==> config.mk <==
export PLATFORM = sky130hd
export DESIGN_NAME = ps2_key_src
export DESIGN_NICKNAME = d
export VERILOG_FILES = /design/src/rtl/ps2_key_src_pkg.sv /design/src/rtl/ps2_scan2ascii.sv /design/src/rtl/ps2_key_src.sv
export SDC_FILE = /design/constraint.sdc
export NUM_CORES = 1
export LEC_CHECK = 0
export ABC_CLOCK_PERIOD_IN_PS = 4059
export CORE_UTILIZATION = 60
export DETAILED_ROUTE_END_ITERATION = 6
export GPL_TIMING_DRIVEN = 0
export PLACE_DENSITY = 0.8
export SLEW_MARGIN = 10
export SYNTH_ARGS = -nofsm -noshare
export SYNTH_HDL_FRONTEND = slang
export SYNTH_SLANG_ARGS = --single-unit
==> constraint.sdc <==
create_clock -name clk -period 4.06 [get_ports clk]
set_input_delay 1.218 -clock clk [delete_from_list [all_inputs] [get_ports clk]]
set_output_delay 1.218 -clock clk [all_outputs]
set_load 0.05 [all_outputs]
==> src/rtl/ps2_key_src_pkg.sv <==
// Shared constants and types for the PS/2 keyboard source.
// Holds scan-code and ASCII constants plus the frame FSM state enum.
package ps2_key_src_pkg;

  typedef enum logic [1:0] {
    StIdle,
    StRecv,
    StDone
  } frame_state_e;

  // Set-2 scan codes with special meaning
  localparam logic [7:0] ScBreak  = 8'hF0;
  localparam logic [7:0] ScExt    = 8'hE0;
  localparam logic [7:0] ScLShift = 8'h12;
  localparam logic [7:0] ScRShift = 8'h59;
  localparam logic [7:0] ScEnter  = 8'h5A;
  localparam logic [7:0] ScBksp   = 8'h66;
  localparam logic [7:0] ScSpace  = 8'h29;

  // ASCII codes for the non-printing / whitespace keys
  localparam logic [7:0] AsciiEnter = 8'd10;
  localparam logic [7:0] AsciiBs    = 8'd8;
  localparam logic [7:0] AsciiSpace = 8'd32;

endpackage

==> src/rtl/ps2_scan2ascii.sv <==
// Combinational set-2 make-code to ASCII lookup.
// Ports:
//   scan_i   - make code byte
//   shift_i  - shift held; uppercases letters only
//   ascii_o  - translated ASCII code (0 when no hit)
//   hit_o    - scan code is mapped
module ps2_scan2ascii
  import ps2_key_src_pkg::*;
(
  input  logic [7:0] scan_i,
  input  logic       shift_i,
  output logic [7:0] ascii_o,
  output logic       hit_o
);

  logic [7:0] code;
  logic       letter;

  always_comb begin
    code   = 8'h00;
    letter = 1'b0;
    hit_o  = 1'b1;
    case (scan_i)
      8'h1C: begin code = "a"; letter = 1'b1; end
      8'h32: begin code = "b"; letter = 1'b1; end
      8'h21: begin code = "c"; letter = 1'b1; end
      8'h23: begin code = "d"; letter = 1'b1; end
      8'h24: begin code = "e"; letter = 1'b1; end
      8'h2B: begin code = "f"; letter = 1'b1; end
      8'h34: begin code = "g"; letter = 1'b1; end
      8'h33: begin code = "h"; letter = 1'b1; end
      8'h43: begin code = "i"; letter = 1'b1; end
      8'h3B: begin code = "j"; letter = 1'b1; end
      8'h42: begin code = "k"; letter = 1'b1; end
      8'h4B: begin code = "l"; letter = 1'b1; end
      8'h3A: begin code = "m"; letter = 1'b1; end
      8'h31: begin code = "n"; letter = 1'b1; end
      8'h44: begin code = "o"; letter = 1'b1; end
      8'h4D: begin code = "p"; letter = 1'b1; end
      8'h15: begin code = "q"; letter = 1'b1; end
      8'h2D: begin code = "r"; letter = 1'b1; end
      8'h1B: begin code = "s"; letter = 1'b1; end
      8'h2C: begin code = "t"; letter = 1'b1; end
      8'h3C: begin code = "u"; letter = 1'b1; end
      8'h2A: begin code = "v"; letter = 1'b1; end
      8'h1D: begin code = "w"; letter = 1'b1; end
      8'h22: begin code = "x"; letter = 1'b1; end
      8'h35: begin code = "y"; letter = 1'b1; end
      8'h1A: begin code = "z"; letter = 1'b1; end
      8'h45: code = "0";
      8'h16: code = "1";
      8'h1E: code = "2";
      8'h26: code = "3";
      8'h25: code = "4";
      8'h2E: code = "5";
      8'h36: code = "6";
      8'h3D: code = "7";
      8'h3E: code = "8";
      8'h46: code = "9";
      ScSpace: code = AsciiSpace;
      ScEnter: code = AsciiEnter;
      ScBksp:  code = AsciiBs;
      default: hit_o = 1'b0;
    endcase
    // Lowercase and uppercase ASCII letters differ only in bit 5
    ascii_o = (letter && shift_i) ? (code & 8'hDF) : code;
  end

endmodule

==> src/rtl/ps2_key_src.sv <==
// PS/2 keyboard receiver producing ASCII keypress strobes.
// Ports:
//   clk       - system clock
//   reset     - asynchronous active-low reset
//   ps2_clk   - raw keyboard clock (asynchronous)
//   ps2_data  - raw keyboard data (asynchronous)
//   key_in    - ASCII code of last accepted keypress
//   p_valid   - one-cycle strobe marking key_in valid
//   frame_err - one-cycle strobe on parity/stop/timeout error
//   shift_on  - high while either shift key is held
module ps2_key_src
  import ps2_key_src_pkg::*;
#(
  parameter int unsigned TIMEOUT     = 5000,
  parameter int unsigned SYNC_STAGES = 3
) (
  input  logic       clk,
  input  logic       reset,
  input  logic       ps2_clk,
  input  logic       ps2_data,
  output logic [7:0] key_in,
  output logic       p_valid,
  output logic       frame_err,
  output logic       shift_on
);

  localparam int unsigned WdW = $clog2(TIMEOUT + 1);
  localparam logic [WdW-1:0] WdLast = WdW'(TIMEOUT - 1);

  logic [SYNC_STAGES-1:0] clk_sync_q, data_sync_q;
  frame_state_e           state_q, state_d;
  logic [3:0]             bit_cnt_q, bit_cnt_d;
  logic [WdW-1:0]         wd_q, wd_d;
  logic [9:0]             frame_q, frame_d;
  logic                   brk_q, brk_d, ext_q, ext_d;
  logic                   lshift_q, lshift_d, rshift_q, rshift_d;
  logic [7:0]             key_q, key_d;
  logic                   p_valid_q, p_valid_d, frame_err_q, frame_err_d;

  logic       fall, data_s, frame_ok;
  logic [7:0] byte_s, ascii;
  logic       hit;

  // Index 0 is the newest sample, SYNC_STAGES-1 the oldest
  assign fall   = clk_sync_q[SYNC_STAGES-1] & ~clk_sync_q[SYNC_STAGES-2];
  assign data_s = data_sync_q[SYNC_STAGES-1];

  // Frame bits 7:0 data, 8 parity, 9 stop; odd parity over data+parity
  assign byte_s   = frame_q[7:0];
  assign frame_ok = (^frame_q[8:0]) & frame_q[9];
  assign shift_on = lshift_q | rshift_q;

  ps2_scan2ascii u_scan2ascii (
    .scan_i  (byte_s),
    .shift_i (shift_on),
    .ascii_o (ascii),
    .hit_o   (hit)
  );

  always_comb begin
    state_d     = state_q;
    bit_cnt_d   = bit_cnt_q;
    wd_d        = wd_q;
    frame_d     = frame_q;
    brk_d       = brk_q;
    ext_d       = ext_q;
    lshift_d    = lshift_q;
    rshift_d    = rshift_q;
    key_d       = key_q;
    p_valid_d   = 1'b0;
    frame_err_d = 1'b0;
    unique case (state_q)
      StIdle: begin
        bit_cnt_d = 4'd0;
        wd_d      = '0;
        if (fall && !data_s) state_d = StRecv;
      end
      StRecv: begin
        if (fall) begin
          frame_d = {data_s, frame_q[9:1]};
          wd_d    = '0;
          if (bit_cnt_q == 4'd9) state_d = StDone;
          else bit_cnt_d = bit_cnt_q + 4'd1;
        end else if (wd_q == WdLast) begin
          frame_err_d = 1'b1;
          state_d     = StIdle;
        end else begin
          wd_d = wd_q + 1'b1;
        end
      end
      StDone: begin
        state_d = StIdle;
        if (!frame_ok) begin
          frame_err_d = 1'b1;
        end else if (byte_s == ScBreak) begin
          brk_d = 1'b1;
        end else if (byte_s == ScExt) begin
          ext_d = 1'b1;
        end else begin
          brk_d = 1'b0;
          ext_d = 1'b0;
          if (brk_q) begin
            if (byte_s == ScLShift) lshift_d = 1'b0;
            if (byte_s == ScRShift) rshift_d = 1'b0;
          end else if (!ext_q) begin
            if (byte_s == ScLShift) begin
              lshift_d = 1'b1;
            end else if (byte_s == ScRShift) begin
              rshift_d = 1'b1;
            end else if (hit) begin
              key_d     = ascii;
              p_valid_d = 1'b1;
            end
          end
        end
      end
      default: state_d = StIdle;
    endcase
  end

  always_ff @(posedge clk or negedge reset) begin
    if (!reset) begin
      clk_sync_q  <= '1;
      data_sync_q <= '1;
      state_q     <= StIdle;
      bit_cnt_q   <= 4'd0;
      wd_q        <= '0;
      frame_q     <= '0;
      brk_q       <= 1'b0;
      ext_q       <= 1'b0;
      lshift_q    <= 1'b0;
      rshift_q    <= 1'b0;
      key_q       <= 8'h00;
      p_valid_q   <= 1'b0;
      frame_err_q <= 1'b0;
    end else begin
      clk_sync_q  <= {clk_sync_q[SYNC_STAGES-2:0], ps2_clk};
      data_sync_q <= {data_sync_q[SYNC_STAGES-2:0], ps2_data};
      state_q     <= state_d;
      bit_cnt_q   <= bit_cnt_d;
      wd_q        <= wd_d;
      frame_q     <= frame_d;
      brk_q       <= brk_d;
      ext_q       <= ext_d;
      lshift_q    <= lshift_d;
      rshift_q    <= rshift_d;
      key_q       <= key_d;
      p_valid_q   <= p_valid_d;
      frame_err_q <= frame_err_d;
    end
  end

  assign key_in    = key_q;
  assign p_valid   = p_valid_q;
  assign frame_err = frame_err_q;

endmodule
==> run_results.csv <==
group,metric,value,unit
detailed_routing,wirelength,6.39,mm
power,ir_worst_vdd,349,uV
clock_tree,cts_tree,"built",
power,power_density,530,mW/mm^2
synthesis,async_reset_ff_share,100,%
synthesis,synth_cells,337,
timing,fmax,343,MHz
global_route,use_met2,41.3,%
floorplan,fp-row-count,25,
synthesis,yosys_most_used_dff,"dfrtp_1",
timing,finalCritPeriodShare,71.8,%
clock_tree,cts_made_buffers,5,
timing,slew_viol_final,0,
placed_design,hpwl,4.72,mm
clock_tree,h-tree-depth,2,
synthesis,avgSynthCellArea,8.96,um^2
global_route,grt.met3_usage,4.97,%
worst_setup_path,r2r_slack,1.27,ns
timing,final.min_clock_period,2.92,ns
global_route,grt_max_degree,39,
global_route,overflow,0,
timing,slew-limit-headroom,65.1,%
synthesis,netlist.area_leader.share,34.8,%
timing,finalHoldViolCount,0,
floorplan,die_h,72.9,um
global_route,grt_pass1_wl,10.9,mm
layout,n_antenna_cell,0,
detailed_routing,vias_per_cell,5.94,
worst_setup_path,critPathKind,"flop to primary output",
timing,worstMarginPinSlew,0.521,ns
synthesis,yosys_register_bits,48,
worst_setup_path,crit_required,2.84,ns
clock_tree,cts_resized,0,
floorplan,core,0.00479,mm^2
clock_tree,clk_pin_slew_worst_paths,0.09,ns
synthesis,synth-edff-count,0,
detailed_routing,wl_per_cell,15.0,um
detailed_routing,firstDrtPassIters,7,
worst_setup_path,crit_chain,"or2_2 > clkdlybuf4s50_1",
layout,layout.nets,384,
detailed_routing,drcViolationCount,1,
clock_tree,clk_path_buf_depth,2,
detailed_routing,ant_nets,0,
timing,grt_setup_unrepaired,"no",
floorplan,die_w,72.9,um
placed_design,gp_congestion,0.949,
synthesis,syn_area,0.00302,mm^2
clock_tree,root_buffer,"clkbuf_8",
floorplan,ios,15,
worst_setup_path,crit_path_end_kind,"primary output",
floorplan,die-area,0.00532,mm^2
global_route,grt-busiest-layer,"met2",
clock_tree,cts.sinks,48,
layout,fillers,387,
worst_setup_path,cp.arrival,1.70,ns
global_route,grt_usage,26.2,%
worst_hold_path,min_path_type,"flop to flop",
timing,skew,0.00786,ns
synthesis,synthTopCellsByArea,"dfrtp_1 (35%), ha_1 (9.1%), nand2_1 (6.5%), dfstp_2 (5.2%), nor2_1 (3.9%)",
placed_design,place_ws,1.35,ns
synthesis,yosys_warnings,0,
layout,areaGrowthSynthToFinish,10.8,%
detailed_routing,drt-initial-drc-count,349,
timing,finalSetupViolations,0,
outcome,status,"complete, but fails checks",
detailed_routing,dr_total_vias,2530,
global_route,antenna_found_initial,0,
synthesis,syn_nets,363,
worst_setup_path,slowest_delay,0.71,ns
worst_setup_path,path_max_fanout,2,
layout,drive_gt1_share,9.75,%
clock_tree,postCtsSetupRepairBufs,0,
timing,setup_tns,0,ns
outcome,failed_checks,"DRC",
power,leakage,1.45,nW
timing,setup_slack,1.14,ns
clock_tree,holdBufCountCts,0,
synthesis,yosysSeqAreaShare,40.0,%
worst_setup_path,crit_slowest_cell,"clkdlybuf4s50_1",
clock_tree,clk_latency,0.31,ns
job,maxCapViolCount,0,
synthesis,ys_types,53,
worst_setup_path,startpoint_type,"flop",
synthesis,synth_top_cell_by_area,"dfrtp_1",
placed_design,io_buffers,13,
global_route,grt_pass1_vias,2357,
floorplan,start_util,63.1,%
global_route,use_met1,37.3,%
## cells by family after synthesis
kind of cell             synth area share, %
AND/OR/NAND/NOR                         21.4
other                                  0.124
multiplexers                            4.68
XOR/XNOR                                5.35
flip-flops                              40.0
adder cells (fa/ha/maj)                 9.12
buffers and inverters                   4.39
AO/OA/AOI/OAI                           14.9
## path summary, 6_finish.rpt
path                                 from             end  cells after the start
setup / recovery                 rshift_q        shift_on                      2
hold / removal             data_sync_q[1]  data_sync_q[2]                      0
setup reg to reg               frame_q[4]       key_in[4]                      9
hold reg to reg            data_sync_q[1]  data_sync_q[2]                      0
max in group asynchronous           reset  data_sync_q[0]                      2
min in group asynchronous           reset       key_in[6]                      1
## report_power, final
part | total (mW) | internal (mW) | switching, mW
clock | 0.307 | 0.140 | 0.168
sequential | 0.627 | 0.552 | 0.0748
combinational | 0.837 | 0.303 | 0.534
## layer usage
layer  up-vias  wire (um)
met5         -          0
met3        10        402
met4         0         76
li1       1215          -
met1      1195       3080
met2       110       2830
## layout make-up
| class | instances | area, um^2 | area share, % |
|---|---|---|---|
| clock buffer | 6 | 82.6 | 2.47 |
| sequential | 48 | 1210 | 36.2 |
| multi-input combinational | 255 | 1680 | 50.1 |
| clock inverter | 2 | 13.8 | 0.412 |
| tap | 67 | 83.8 | 2.51 |
| buffer | 18 | 72.6 | 2.17 |
| timing repair buffer | 14 | 145 | 4.34 |
| inverter | 16 | 60.1 | 1.80 |
## sequential cells by signal, summed over array words and instances (netlist names)
name	cells
bit_cnt_q	4
brk_q	1
clk_sync_q	3
data_sync_q	3
ext_q	1
frame_err	1
frame_q	10
key_in	7
lshift_q	1
p_valid	1
rshift_q	1
state_q	2
wd_q	13
## synth_stat cells (all sizes together) (2+ instances only)
master,number
dfstp,6
nor4,8
nand3,17
xnor2,8
a21boi,2
clkbuf,16
buf,2
or2,2
nor2b,4
xor2,7
and3,3
nand2,53
nor2,31
o211ai,2
mux2,10
dfrtp,42
a22oi,10
a21oi,13
o2111ai,3
inv,16
o22ai,10
nand2b,2
nand4,4
ha,22
o21ai,20
nor3,7
## layout by cell type, fill, tap and decap left out, types with 3 or more instances in the layout
cell / n
mux2_2: 4
nand4_1: 3
o21ai_0: 19
nand3_1: 17
clkdlybuf4s50_1: 12
nor2b_1: 4
xnor2_1: 7
nor3_1: 7
dfrtp_1: 42
a22oi_1: 10
mux2_4: 5
nor2_1: 31
clkbuf_1: 16
inv_1: 16
o2111ai_1: 3
dfstp_2: 6
ha_1: 22
nand2_1: 52
nor4_1: 6
and3_1: 3
clkbuf_8: 6
o22ai_1: 9
xor2_1: 7
a21oi_1: 13
## metrics by stage
step                      power [mW]  utilization [%]  hold WS (ns)  std cells  cell area (um^2)
after floorplan                 1.25                -         0.345        337              3020
after global placement          1.43             67.5         0.346        417              3230
after detailed placement        1.45             67.8         0.350        418              3250
after CTS                       1.76             69.9         0.366        426              3340
after global routing            1.89             69.9         0.363        426              3340
final                           1.77             69.9         0.359        426              3340
## worst max-delay path: cells and delay by family, from the launching register on
kind | cells | cell delay, ns
and+or+nand+nor | 1 | 0.30
buffers and inverters | 1 | 0.71
DFF | 1 | 0.38
No activity file was read; power rests on OpenSTA's default activity.
